**src/rtl/ofm_accumulate_writeback_pkg.sv**
```systemverilog
// ofm_accumulate_writeback_pkg: widths, FSM state encoding and saturation helpers
package ofm_accumulate_writeback_pkg;
    localparam int TM            = 16;
    localparam int FEATURE_WIDTH = 16;
    localparam int ACC_WIDTH     = 24;
    localparam int ADDR_WIDTH    = 12;
    localparam int CH_W          = $clog2(TM);
    typedef enum logic [1:0] {
        OFM_IDLE  = 2'd0,
        OFM_ACCUM = 2'd1,
        OFM_WRITE = 2'd2
    } ofm_state_e;
    // One guard bit above the accumulator: top two bits differ only on overflow.
    function automatic logic [ACC_WIDTH-1:0] sat_acc(input logic [ACC_WIDTH:0] x);
        return (x[ACC_WIDTH] == x[ACC_WIDTH-1]) ? x[ACC_WIDTH-1:0] :
               x[ACC_WIDTH] ? {1'b1, {(ACC_WIDTH-1){1'b0}}} : {1'b0, {(ACC_WIDTH-1){1'b1}}};
    endfunction
    // In range when every bit from the feature sign bit upward agrees.
    function automatic logic [FEATURE_WIDTH-1:0] sat_feat(input logic [ACC_WIDTH-1:0] x);
        return (&x[ACC_WIDTH-1:FEATURE_WIDTH-1] || ~|x[ACC_WIDTH-1:FEATURE_WIDTH-1]) ? x[FEATURE_WIDTH-1:0] :
               x[ACC_WIDTH-1] ? {1'b1, {(FEATURE_WIDTH-1){1'b0}}} : {1'b0, {(FEATURE_WIDTH-1){1'b1}}};
    endfunction
endpackage

```
**src/rtl/ofm_accumulate_writeback_if.sv**
```systemverilog
// ofm_accumulate_writeback_if: feature stream in, OFM write port out
//   feature_valid/feature_in : serial scaled features, one channel per cycle
//   ofm_wr_en/ofm_wr_ready   : write request / accept handshake
//   ofm_wr_addr/ofm_wr_data  : pixel address and packed Tm-lane word (lane 0 at LSBs)
interface ofm_accumulate_writeback_if;
    import ofm_accumulate_writeback_pkg::*;
    logic                          feature_valid;
    logic [FEATURE_WIDTH-1:0]      feature_in;
    logic                          ofm_wr_en;
    logic                          ofm_wr_ready;
    logic [ADDR_WIDTH-1:0]         ofm_wr_addr;
    logic [TM*FEATURE_WIDTH-1:0]   ofm_wr_data;
    modport master (output feature_valid, feature_in, ofm_wr_ready,
                    input  ofm_wr_en, ofm_wr_addr, ofm_wr_data);
    modport slave  (input  feature_valid, feature_in, ofm_wr_ready,
                    output ofm_wr_en, ofm_wr_addr, ofm_wr_data);
endinterface

```
**src/rtl/ofm_accumulate_writeback_sat_relu_lane.sv**
```systemverilog
// ofm_accumulate_writeback_sat_relu_lane: combinational accumulator-to-feature saturate plus optional ReLU
//   acc_i     : lane accumulator (signed, ACC_WIDTH)
//   relu_en_i : clamp negative results to zero
//   feat_o    : saturated lane output (signed, FEATURE_WIDTH)
module ofm_accumulate_writeback_sat_relu_lane
    import ofm_accumulate_writeback_pkg::*;
(
    input  logic [ACC_WIDTH-1:0]     acc_i,
    input  logic                     relu_en_i,
    output logic [FEATURE_WIDTH-1:0] feat_o
);
    logic [FEATURE_WIDTH-1:0] sat;
    assign sat    = sat_feat(acc_i);
    assign feat_o = (relu_en_i && sat[FEATURE_WIDTH-1]) ? '0 : sat;
endmodule

```
**src/rtl/ofm_accumulate_writeback.sv**
```systemverilog
// ofm_accumulate_writeback: accumulates Tm-lane partial sums over input tiles and writes one packed word
//   clk, rst_n      : clock, asynchronous active-low reset
//   acc_start_i     : begin one output pixel (taken only in IDLE)
//   num_tiles_i     : input tiles to accumulate, 0 treated as 1
//   pixel_addr_i    : destination address; relu_en_i : ReLU on write
//   bus             : feature stream and OFM write port
//   busy_o, done_o  : ACCUM/WRITE indicator, one-cycle completion pulse
//   protocol_err_o  : sticky, feature_valid seen outside ACCUM
module ofm_accumulate_writeback
    import ofm_accumulate_writeback_pkg::*;
(
    input  logic                       clk,
    input  logic                       rst_n,
    input  logic                       acc_start_i,
    input  logic [7:0]                 num_tiles_i,
    input  logic [ADDR_WIDTH-1:0]      pixel_addr_i,
    input  logic                       relu_en_i,
    ofm_accumulate_writeback_if.slave  bus,
    output logic                       busy_o,
    output logic                       done_o,
    output logic                       protocol_err_o
);
    ofm_state_e                  state_q, state_d;
    logic [ACC_WIDTH-1:0]        bank_q [TM];
    logic [CH_W-1:0]             ch_q;
    logic [7:0]                  tile_q, ntiles_q;
    logic [ADDR_WIDTH-1:0]       addr_q;
    logic                        relu_q, done_q, err_q;
    logic                        accept, last;
    logic [TM*FEATURE_WIDTH-1:0] lane_data;

    assign accept = state_q == OFM_ACCUM && bus.feature_valid;
    assign last   = ch_q == CH_W'(TM-1) && tile_q == ntiles_q - 8'd1;

    always_comb begin
        state_d = state_q;
        case (state_q)
            OFM_IDLE:  state_d = acc_start_i ? OFM_ACCUM : OFM_IDLE;
            OFM_ACCUM: state_d = (accept && last) ? OFM_WRITE : OFM_ACCUM;
            OFM_WRITE: state_d = bus.ofm_wr_ready ? OFM_IDLE : OFM_WRITE;
            default:   state_d = OFM_IDLE;
        endcase
    end

    always_ff @(posedge clk or negedge rst_n) begin
        if (!rst_n) state_q <= OFM_IDLE;
        else        state_q <= state_d;
    end

    always_ff @(posedge clk or negedge rst_n) begin
        if (!rst_n) begin
            for (int i = 0; i < TM; i++) bank_q[i] <= '0;
            ch_q     <= '0;
            tile_q   <= '0;
            ntiles_q <= '0;
            addr_q   <= '0;
            relu_q   <= 1'b0;
            done_q   <= 1'b0;
            err_q    <= 1'b0;
        end else begin
            done_q <= state_q == OFM_WRITE && bus.ofm_wr_ready;
            err_q  <= err_q | (bus.feature_valid && state_q != OFM_ACCUM);
            if (state_q == OFM_IDLE && acc_start_i) begin
                for (int i = 0; i < TM; i++) bank_q[i] <= '0;
                ch_q     <= '0;
                tile_q   <= '0;
                ntiles_q <= (num_tiles_i == 8'd0) ? 8'd1 : num_tiles_i;
                addr_q   <= pixel_addr_i;
                relu_q   <= relu_en_i;
            end else if (accept) begin
                // Sign-extend both operands by one guard bit so overflow is visible to sat_acc.
                bank_q[ch_q] <= sat_acc({bank_q[ch_q][ACC_WIDTH-1], bank_q[ch_q]} +
                                        {{(ACC_WIDTH+1-FEATURE_WIDTH){bus.feature_in[FEATURE_WIDTH-1]}}, bus.feature_in});
                ch_q <= ch_q + CH_W'(1);
                if (ch_q == CH_W'(TM-1)) tile_q <= tile_q + 8'd1;
            end
        end
    end

    for (genvar g = 0; g < TM; g++) begin : g_lane
        ofm_accumulate_writeback_sat_relu_lane u_lane (
            .acc_i     (bank_q[g]),
            .relu_en_i (relu_q),
            .feat_o    (lane_data[g*FEATURE_WIDTH +: FEATURE_WIDTH])
        );
    end

    // Write port is derived from state_q, so an asynchronous reset drops it at once.
    assign bus.ofm_wr_en   = state_q == OFM_WRITE;
    assign bus.ofm_wr_addr = bus.ofm_wr_en ? addr_q : '0;
    assign bus.ofm_wr_data = bus.ofm_wr_en ? lane_data : '0;
    assign busy_o          = state_q != OFM_IDLE;
    assign done_o          = done_q;
    assign protocol_err_o  = err_q;
endmodule

```
**src/flat_wrapper.sv**
```systemverilog
// flat-port wrapper written by rule: the top's interface ports become plain ports
module ofm_accumulate_writeback_flat import ofm_accumulate_writeback_pkg::*;
  (clk, rst_n, acc_start_i, num_tiles_i, pixel_addr_i, relu_en_i, busy_o, done_o, protocol_err_o, bus_feature_valid, bus_feature_in, bus_ofm_wr_ready, bus_ofm_wr_en, bus_ofm_wr_addr, bus_ofm_wr_data);
  ofm_accumulate_writeback_if bus_i ();
  input  logic clk;
  input  logic rst_n;
  input  logic acc_start_i;
  input  logic [7:0] num_tiles_i;
  input  logic [ADDR_WIDTH-1:0] pixel_addr_i;
  input  logic relu_en_i;
  output logic busy_o;
  output logic done_o;
  output logic protocol_err_o;
  input wire logic [$bits(bus_i.feature_valid)-1:0] bus_feature_valid;
  input wire logic [$bits(bus_i.feature_in)-1:0] bus_feature_in;
  input wire logic [$bits(bus_i.ofm_wr_ready)-1:0] bus_ofm_wr_ready;
  output wire logic [$bits(bus_i.ofm_wr_en)-1:0] bus_ofm_wr_en;
  output wire logic [$bits(bus_i.ofm_wr_addr)-1:0] bus_ofm_wr_addr;
  output wire logic [$bits(bus_i.ofm_wr_data)-1:0] bus_ofm_wr_data;
  assign bus_i.feature_valid = bus_feature_valid;
  assign bus_i.feature_in = bus_feature_in;
  assign bus_i.ofm_wr_ready = bus_ofm_wr_ready;
  assign bus_ofm_wr_en = bus_i.ofm_wr_en;
  assign bus_ofm_wr_addr = bus_i.ofm_wr_addr;
  assign bus_ofm_wr_data = bus_i.ofm_wr_data;
  ofm_accumulate_writeback u_core (.clk(clk), .rst_n(rst_n), .acc_start_i(acc_start_i), .num_tiles_i(num_tiles_i), .pixel_addr_i(pixel_addr_i), .relu_en_i(relu_en_i), .bus(bus_i), .busy_o(busy_o), .done_o(done_o), .protocol_err_o(protocol_err_o));
endmodule
```
**config.mk**
```make
export PLATFORM = sky130hd
export DESIGN_NAME = ofm_accumulate_writeback_flat
export DESIGN_NICKNAME = d
export VERILOG_FILES = /design/src/rtl/ofm_accumulate_writeback_pkg.sv /design/src/rtl/ofm_accumulate_writeback_if.sv /design/src/rtl/ofm_accumulate_writeback_sat_relu_lane.sv /design/src/rtl/ofm_accumulate_writeback.sv /design/src/flat_wrapper.sv
export SDC_FILE = /design/constraint.sdc
export NUM_CORES = 1
export LEC_CHECK = 0
export CORE_AREA = 4 4 245 247
export CTS_CLUSTER_DIAMETER = 100
export CTS_CLUSTER_SIZE = 30
export DETAILED_ROUTE_END_ITERATION = 8
export DIE_AREA = 0 0 249 251
export PLACE_DENSITY_LB_ADDON = 0.08
export RECOVER_POWER = 100
export SLEW_MARGIN = 0
export SYNTH_ARGS = -nofsm -noshare
export SYNTH_HDL_FRONTEND = slang
export SYNTH_SLANG_ARGS = --single-unit
```
**constraint.sdc**
```tcl
create_clock -name clk -period 5.4 [get_ports clk]
set_clock_uncertainty 0.05 [all_clocks]
set_input_delay 1.62 -clock clk [delete_from_list [all_inputs] [get_ports clk]]
set_output_delay 1.62 -clock clk [all_outputs]
set_load 0.005 [all_outputs]
```
==> metrics.txt <==
total track usage 0.278; Layout Nets 2839; CORE AREA approximately 58000 µm²; antenna violations before repair 5; commonest non-fill, non-tap cell in the layout nor2_1; final WL 90000 µm; number of CTS-inserted buffers 24; Worst Path Required roughly 3.7 ns; Pwr per Cell Area between 700 and 800 nW/µm²; CTS tree done; total power 21.8 mW; FF+latch count, synth 421; WS Path Type reg -> out; sequential element share of the synthesized area 0.459; DP Area 27700 µm²; ANT nets after route 0; count of pins over their slew limit roughly 150; Clock transition at path regs 0.11 ns; share of post-route cells with drive strength above 1 0.108; Cell Area, Synth 22900 µm²; syn avg cell area roughly 9.3 µm²; total number of H-tree levels 1; DRC violations left 0; Initial DRC Count 1745; worst hold path type reg -> reg; Post-Synthesis Cells roughly 2500; Root Buffer clkbuf_16; WP data arrival 3.50 ns; Rows between 80 and 90; startpoint types register; pre-CTS setup slack -0.0876 ns; ys flop type dfrtp_1; design area between 20000 and 30000 µm²; largest net degree at the start of global routing about 100; vias in the first global route between 20000 and 25000; Netlist cell types 62; most frequent cells in the layout nor2_1, dfrtp_1, nand2_1; max cap viols 2; Die Y between 200 and 300 µm; RSZ-0062 raised after global routing no; outcome finished with violations; CP peak stage delay 0.78 ns; I/O pins 314; Leakage 13.3 nW; crit share post-route 0.958; Placed Cells roughly 3500; Layout area overhead 23.8%; Port Buffer Count approximately 310; post-CTS setup buffer count 0; GR Overflow Total 0; Synthesized Nets ~2500; Rel. slew slack -0.923; gp weighted congestion 0.935; first-pass GRT wire length roughly 130000 µm; Largest delay share family, worst path simple AND/OR/NAND/NOR gates; fmax roughly 190 MHz; slowest CP cell dfrtp_1; critical-path cell list o41ai_1 > nand2_1 > nor2_1 > dlygate4sd3_1; die width roughly 250 µm; via count ~21000; crit end category output port; die area between 60000 and 70000 µm²; initial core utilization 0.398; drt via density between 5 and 6; DP Wirelength roughly 69000 µm; CTS Sinks approximately 420; Final Hold Viols 0; Worst Path Max Fanout 18; asr flop ratio synth 1.00; Max clock buf depth 3; worst IR drop on VDD 469 µV; final setup fails 0; routed len/inst approximately 25 µm; YS warnings 0; Final min period 5.17 ns; Layout Cells excl Fill 3546; DRT Pass-1 Iters 6; Bufs and invs on worst path 1; failing checks capacitance limit, slew limit; Post-synth EDFFs 0; setup ws final 0.226 ns; Worst Tran Pin Value ~2.9 ns; later-pin clock latency in the skew report around 0.6 ns
cell type report:
class	count	area [µm²]
sequential	421	10500
tap	765	957
timing repair buffer	445	4390
clock buffer	26	639
fill	5338	29200
clock inverter	14	236
multi-input combinational	1860	11600
antenna	1	2.50
inverter	14	52.6
routing by layer:
metal,global-route usage,share of wire,wire [µm]
met1,0.370,0.40,36500
met2,0.473,0.49,44300
met3,0.0452,0.069,6210
met4,0.0814,0.033,3000
met5,0,0.00030,27
sequential cells by signal, indices dropped and copies added (netlist names):
| name | flops |
|---|---|
| u_core.ch_q | 4 |
| u_core.protocol_err_o | 1 |
| u_core.ntiles_q | 8 |
| u_core.relu_q | 1 |
| u_core.done_o | 1 |
| u_core.state_q | 2 |
| u_core.tile_q | 8 |
| u_core.addr_q | 12 |
| u_core.bank_q | 384 |
power breakdown:
| group | total, mW | leakage, nW | internal, mW | switching (mW) |
|---|---|---|---|---|
| sequential | 5.96 | 5.40 | 4.47 | 1.49 |
| combinational | 13.6 | 7.45 | 4.99 | 8.60 |
| clock | 2.25 | 0.422 | 0.955 | 1.30 |
metrics by stage:
step / utilization / TNS [ns] / hold WS [ns]
floorplan: - / 0 / 0.387
global placement: 0.481 / -1.30 / 0.395
detailed placement: 0.481 / -2.22 / 0.407
CTS: 0.496 / 0 / 0.432
global route: 0.493 / 0 / 0.451
finish: 0.494 / 0 / 0.423
final timing paths:
path / cells past startpoint / to / slack, ns / from
worst max-delay path: 4 / bus_ofm_wr_data[110] / 0.23 / u_core.relu_q
worst min-delay path: 1 / u_core.protocol_err_o / 0.42 / u_core.protocol_err_o
worst max register to register: 13 / u_core.bank_q[82] / 0.31 / u_core.ch_q[0]
worst min register to register: 1 / u_core.protocol_err_o / 0.42 / u_core.protocol_err_o
max in group asynchronous: 2 / u_core.bank_q[82] / 0.88 / rst_n
min in group asynchronous: 1 / u_core.bank_q[291] / 1.85 / rst_n
synth_stat cells, types with 5 or more instances:
library cell  count  area (µm²)
nand4_1          21         131
ha_1             30         375
clkbuf_1        137         514
o41ai_1          16         140
a21oi_1          42         210
nor2_1          537        2020
and2_1           30         188
nor3_2            9        90.1
nor4_1           37         231
nand3_1          40         200
o21ai_1          75         375
xnor2_1          18         158
inv_1            14        52.6
xor2_1           15         131
nand2b_1          5        31.3
a31oi_1           7        43.8
buf_4             7        52.6
nand2_1         399        1500
mux2i_1          12         120
a21o_1           10        75.1
and3_1           20         125
or4_1             5        37.5
mux4_2          120        2700
o21ai_0         214        1070
dfrtp_1         421       10500
buf_2            18        90.1
o211ai_1          8        60.1
nor3_1           22         110
a22o_1          112         981
and4_1            5        43.8
buf_1            15        56.3
a211oi_1         10        75.1
cells by family (layout without fill, tap and decap cells):
kind of cell / count (synthesis) / in the layout / share of synthesized area
DFF: 421 / 421 / 0.459
adders and majority gates: 31 / 31 / 0.0172
muxes: 132 / 132 / 0.123
AOI/OAI and AO/OA: 521 / 521 / 0.144
buffers and inverters: 195 / 499 / 0.0348
xor gates and xnor gates: 33 / 33 / 0.0126
other: 0 / 1 / 0
and+or+nand+nor: 1143 / 1143 / 0.209
timing repair:
action                     4_1_cts  5_1_grt
hold buffers                     0        0
resized for setup                0        2
setup endpoints to repair        0       51
(Power assumes the default switching activity.)
